[src/rtl/seg_param_calc.sv]
// LTE code block segmentation parameter calculator: pops a transport block size B and
// iteratively derives C, K+, K-, C+, C- and F. Optional macro SEG_PARAM_ERR_EN adds param_err.
module seg_param_calc #(
   parameter int SIZE_W = 24,
   parameter int C_W    = 8,
   parameter int F_W    = 16
) (
   input  logic              clk,
   input  logic              reset,
   input  logic              empty_size_fifo,
   output logic              read_size_fifo,
   input  logic [SIZE_W-1:0] size,
   output logic              param_valid,
   input  logic              param_ack,
   output logic [C_W-1:0]    c_num,
   output logic [C_W-1:0]    c_plus,
   output logic [C_W-1:0]    c_minus,
   output logic [12:0]       k_plus,
   output logic [12:0]       k_minus,
   output logic [F_W-1:0]    fill,
   output logic              busy
`ifdef SEG_PARAM_ERR_EN
   ,
   output logic              param_err
`endif
);

   localparam int P_W = ((C_W + 14) > (SIZE_W + 1)) ? (C_W + 14) : (SIZE_W + 1);
   localparam logic [SIZE_W-1:0] SEG_MAX  = SIZE_W'(6144);
   localparam logic [SIZE_W-1:0] SEG_DATA = SIZE_W'(6120);
   localparam logic [12:0]       K_MIN    = 13'd40;
   localparam logic [12:0]       K_MAX    = 13'd6144;
   localparam logic [C_W-1:0]    C_MAX    = '1;
   localparam logic [C_W-1:0]    C_ONE    = C_W'(1);
   localparam logic [P_W-1:0]    TWENTY4  = P_W'(24);

   typedef enum logic [2:0] {IDLE, FETCH, CCNT, KSRCH, CMIN, FILL, HOLD} state_t;

   state_t            state;
   logic [SIZE_W-1:0] b, b_prime, rem;
   logic [C_W-1:0]    c, c_p, c_m, c_inc, cm_calc;
   logic [12:0]       k, k_prev, k_p, k_m, k_step;
   logic [P_W-1:0]    prod_ck, prod_cp, bp_ext, slack;
   logic [SIZE_W-1:0] b_with_c;
   logic [F_W-1:0]    fill_calc;
`ifdef SEG_PARAM_ERR_EN
   logic              err;
`endif

   // NOTE: the strobe is decoded from state so the FIFO pops during IDLE and size is ready in FETCH.
   assign read_size_fifo = (state == IDLE) && !empty_size_fifo && !reset;
   assign busy           = (state != IDLE);

   always_comb begin
      // NOTE: every signal written here gets a default first, so no latch is inferred.
      k_step = 13'd64;
      if (k < 13'd512)       k_step = 13'd8;
      else if (k < 13'd1024) k_step = 13'd16;
      else if (k < 13'd2048) k_step = 13'd32;
      c_inc   = (c == C_MAX) ? c : c + C_ONE;
      prod_ck = P_W'(c) * P_W'(k);
      prod_cp = P_W'(c) * P_W'(k_p);
      bp_ext  = P_W'(b_prime);
      slack   = (prod_cp > bp_ext) ? prod_cp - bp_ext : '0;
      // K+ - K- is one table step, so the division is a fixed shift.
      case (k_p - k_m)
         13'd16:  cm_calc = C_W'(slack >> 4);
         13'd32:  cm_calc = C_W'(slack >> 5);
         13'd64:  cm_calc = C_W'(slack >> 6);
         default: cm_calc = C_W'(slack >> 3);
      endcase
      b_with_c  = SIZE_W'(P_W'(b) + P_W'(c_inc) * TWENTY4);
      fill_calc = F_W'(P_W'(c_p) * P_W'(k_p) + P_W'(c_m) * P_W'(k_m) - bp_ext);
   end

   always_ff @(posedge clk) begin
      // NOTE: reset clears datapath working registers too, so an abandoned size leaves no residue.
      if (reset) begin
         state       <= IDLE;
         param_valid <= 1'b0;
         b           <= '0;
         b_prime     <= '0;
         rem         <= '0;
         c           <= '0;
         c_p         <= '0;
         c_m         <= '0;
         k           <= '0;
         k_prev      <= '0;
         k_p         <= '0;
         k_m         <= '0;
         c_num       <= '0;
         c_plus      <= '0;
         c_minus     <= '0;
         k_plus      <= '0;
         k_minus     <= '0;
         fill        <= '0;
`ifdef SEG_PARAM_ERR_EN
         err         <= 1'b0;
         param_err   <= 1'b0;
`endif
      end else begin
         case (state)
            IDLE: if (!empty_size_fifo) state <= FETCH;
            FETCH: begin
               b      <= size;
               k      <= K_MIN;
               k_prev <= '0;
`ifdef SEG_PARAM_ERR_EN
               err    <= 1'b0;
               if (size == '0) begin
                  err   <= 1'b1;
                  state <= FILL;
               end else
`endif
               if (size <= SEG_MAX) begin
                  c       <= C_ONE;
                  b_prime <= size;
                  state   <= KSRCH;
               end else begin
                  c     <= '0;
                  rem   <= size;
                  state <= CCNT;
               end
            end
            CCNT: begin
`ifdef SEG_PARAM_ERR_EN
               if (c == C_MAX) begin
                  err   <= 1'b1;
                  state <= FILL;
               end else
`endif
               begin
                  c <= c_inc;
                  if (rem <= SEG_DATA) begin
                     b_prime <= b_with_c;
                     state   <= KSRCH;
                  end else begin
                     rem <= rem - SEG_DATA;
                  end
               end
            end
            KSRCH: begin
               // The K_MAX term only matters when C has saturated.
               if (prod_ck >= bp_ext || k == K_MAX) begin
                  k_p   <= k;
                  k_m   <= k_prev;
                  state <= CMIN;
               end else begin
                  k_prev <= k;
                  k      <= k + k_step;
               end
            end
            CMIN: begin
               if (c == C_ONE) begin
                  c_p <= C_ONE;
                  c_m <= '0;
                  k_m <= '0;
               end else begin
                  c_m <= cm_calc;
                  c_p <= c - cm_calc;
               end
               state <= FILL;
            end
            FILL: begin
               param_valid <= 1'b1;
               state       <= HOLD;
`ifdef SEG_PARAM_ERR_EN
               param_err   <= err;
               if (err) begin
                  c_num   <= '0;
                  c_plus  <= '0;
                  c_minus <= '0;
                  k_plus  <= '0;
                  k_minus <= '0;
                  fill    <= '0;
               end else
`endif
               begin
                  c_num   <= c;
                  c_plus  <= c_p;
                  c_minus <= c_m;
                  k_plus  <= k_p;
                  k_minus <= k_m;
                  fill    <= fill_calc;
               end
            end
            HOLD: begin
               if (param_ack) begin
                  param_valid <= 1'b0;
                  state       <= IDLE;
               end
            end
            default: state <= IDLE;
         endcase
      end
   end

endmodule

[config.mk]
export PLATFORM = sky130hd
export DESIGN_NAME = seg_param_calc
export DESIGN_NICKNAME = d
export VERILOG_FILES = /design/src/rtl/seg_param_calc.sv
export SDC_FILE = /design/constraint.sdc
export NUM_CORES = 1
export LEC_CHECK = 0
export CAP_MARGIN = 10
export CORE_ASPECT_RATIO = 0.7
export CORE_MARGIN = 10
export CORE_UTILIZATION = 63
export DETAILED_ROUTE_END_ITERATION = 12
export MAX_ROUTING_LAYER = met4
export PLACE_DENSITY = 0.79
export REMOVE_ABC_BUFFERS = 1
export SYNTH_ARGS = -nofsm -noshare
export SYNTH_HDL_FRONTEND = slang
export SYNTH_SLANG_ARGS = --single-unit
[constraint.sdc]
create_clock -name clk -period 10.36 [get_ports clk]
set_input_delay 1.554 -clock clk [delete_from_list [all_inputs] [get_ports clk]]
set_output_delay 1.554 -clock clk [all_outputs]
set_load 0.1 [all_outputs]
==> impl_metrics.toml <==
[floorplan]
die_x_um = 245
start_util_pct = 64.1
core-area_um2 = 34900
chipHeight_um = 178
io_pins = 97
rows = 57
dieArea_um2 = 43500

[worst_setup_path]
start_kind = "flop"
cp_max_fo = 28
cp_slowest_cell = "dfxtp_1"
crit_arrival_ns = 9.32
rr_worst_depth = 32
setup.worst_path.class = "reg -> reg"
critPathMaxStageDelay_ns = 1.16
worstReg2RegStart = "c[3]"
crit_end = "c_p[7]"
reg2reg_to = "c_p[7]"
rrSetupSlack_ns = 1.51
endpoint_kind = "flop"
crit_start = "c[3]"
cp.required_ns = 10.83

[routing]
vias = 19485
drtAntennaViolNets = 0
via_per_inst = 6.02
wl_per_cell_um = 19.8
drt_wl_total_mm = 64.2
drc = 0
first_pass_iters = 6
drt_iter0_drc = 1831

[timing]
worst_pin_slew_ns = 1.26
clock_skew_ns = 0.0123
fin_crit_ns = 8.85
slew_violations = 0
slew_headroom_pct = 16.0
hold_violations = 0
rsz0062_at_grt = "no"
worst_slack_ns = 1.51
fmax_mhz = 113
finalCritPeriodShare_pct = 85.4
setup_viol = 0
fin_setup_tns_ns = 0

[power_and_ir_drop]
power_mw = 3.67
power_leakage_nw = 10.8
ir_worst_vdd_mv = 0.125
power_density_nw_per_um2 = 150

[placed_design]
dp_hpwl_mm = 48.5
place_inst = 3191
place_congestion = 0.952
dp_slack_ns = 1.78
placed_area_um2 = 23600
port_buffers = 93

[synthesis]
yosysSeqAreaShare_pct = 18.1
postSynthCellCount = 2720
synth_edf_count = 0
synthFlopType = "dfxtp_1"
yosysWarnings = 0
synthArstFlopShare_pct = 0
synth_cell_types = 78
syn_area_um2 = 22400
syn_area_per_cell_um2 = 8.22
ys_ff_latch = 202

[flow_run]
drv_cap = 0

[finish]
final_cells = 3237
final_common_cell = "nand2_1"
drive_above_1_share_pct = 3.07
antennaDiodeCount = 0
finalInstanceArea_um2 = 24400
nets = 3233
area_delta_synth_final_pct = 9.28
layout.cells.most_common_list = "435 x nand2_1, 326 x inv_1, 264 x fa_1, 205 x a21oi_1, 202 x dfxtp_1"

[clocking]
clk_path_buf_depth = 3
clock_sink_count = 202
hold_buffers = 0
postCtsSetupBuffers = 0
clk_latency_ns = 0.55
post_cts_resized = 0
cts_root_buffer = "clkbuf_16"
numCtsBuffers = 24
cts_max_level = 1
clkTransAtPathRegs_ns = 0.07
cts_tree = "done"

[hold_path]
hp-class = "reg -> reg"

[global_routing]
grt_pass1_wl_mm = 103
grt_pass1_vias = 19216
grt-ovfl-total = 0
grt_antenna_before_repair = 0
grt_usage_pct = 30.4
grt_max_degree = 74

[status]
status = "completed"
cells in the mapped netlist, types with 15 or more instances:
cell	count	area share [%]
a21o_1	39	1.3
dfxtp_1	202	18
a22oi_1	21	0.71
ha_1	193	11
inv_1	326	5.5
a211oi_1	29	0.97
a21oi_1	205	4.6
xnor2_1	79	3.1
fa_1	264	24
o21ai_0	72	1.6
nor3_1	63	1.4
nand2b_1	16	0.45
a22o_1	15	0.59
xor2_1	30	1.2
and2_1	155	4.3
nand2_1	436	7.3
nand3_1	64	1.4
clkbuf_1	134	2.2
nor2_1	121	2.0
and3_1	16	0.45
a221o_1	15	0.67
stage by stage:
stage | utilization, % | hold WS [ns]
floorplan | - | 0.426
global placement | 67.6 | 0.437
detailed placement | 67.6 | 0.444
CTS | 70.0 | 0.454
global route | 70.1 | 0.462
finish | 70.1 | 0.453
power breakdown:
| part | switching [mW] | internal (mW) |
|---|---|---|
| sequential | 0.138 | 0.860 |
| combinational | 1.11 | 0.662 |
| clock | 0.382 | 0.521 |
| total | 1.63 | 2.04 |
layer usage:
| metal | part of all wire, % | vias to the layer above | track usage, % |
|---|---|---|---|
| li1 | - | 8934 | - |
| met1 | 43 | 9487 | 41.4 |
| met2 | 42 | 951 | 43.9 |
| met3 | 12 | 113 | 8.46 |
| met4 | 2.7 | 0 | 7.56 |
| met5 | 0 | - | - |
kinds of logic after synthesis:
kind of cell,after synthesis,synth area share [%]
adders and majority gates,457,34.4
AOI/OAI and AO/OA,497,14.1
other,2,0.0336
and+or+nand+nor,968,20.5
xor gates and xnor gates,109,4.27
muxes,8,0.364
buffers and inverters,477,8.15
DFF,202,18.1
layout make-up:
class                           instances  area, um^2
Sequential cell                       202        4040
Multi-Input combinational cell       2082       16700
Fill cell                            2898       10400
Clock buffer                           29         681
Inverter                              326        1220
Timing Repair Buffer                  112        1090
Clock inverter                         14         143
Tap cell                              472         591
worst min path at each step:
stage / from / to / slack (ns) / depth (start not counted)
final: fill[12] / fill[12] / 0.45 / 2
after global routing: fill[10] / fill[10] / 0.46 / 2
after CTS: fill[12] / fill[12] / 0.45 / 2
after detailed placement: fill[12] / fill[12] / 0.44 / 2
after global placement: fill[12] / fill[12] / 0.44 / 2
after floorplan: k_prev[10] / k_prev[10] / 0.43 / 2
registers in the layout (all words and copies together), names as in the netlist:
name / count
c_p: 8
c: 8
c_minus: 8
c_num: 8
param_valid: 1
k_minus: 11
rem: 24
c_plus: 8
b: 24
k: 10
c_m: 8
k_p: 10
state: 3
k_plus: 10
k_prev: 10
k_m: 11
b_prime: 24
fill: 16
critical path, delay by kind of cell, from the launching register on:
kind | cells | cell delay [ns]
flops | 1 | 1.16
xor+xnor | 2 | 0.35
compound gates | 12 | 2.84
mux | 1 | 0.13
buf+inv | 2 | 0.12
simple gates | 8 | 1.33
fa+ha+maj | 7 | 2.82
Note: power is estimated with default switching activity, not from simulation.
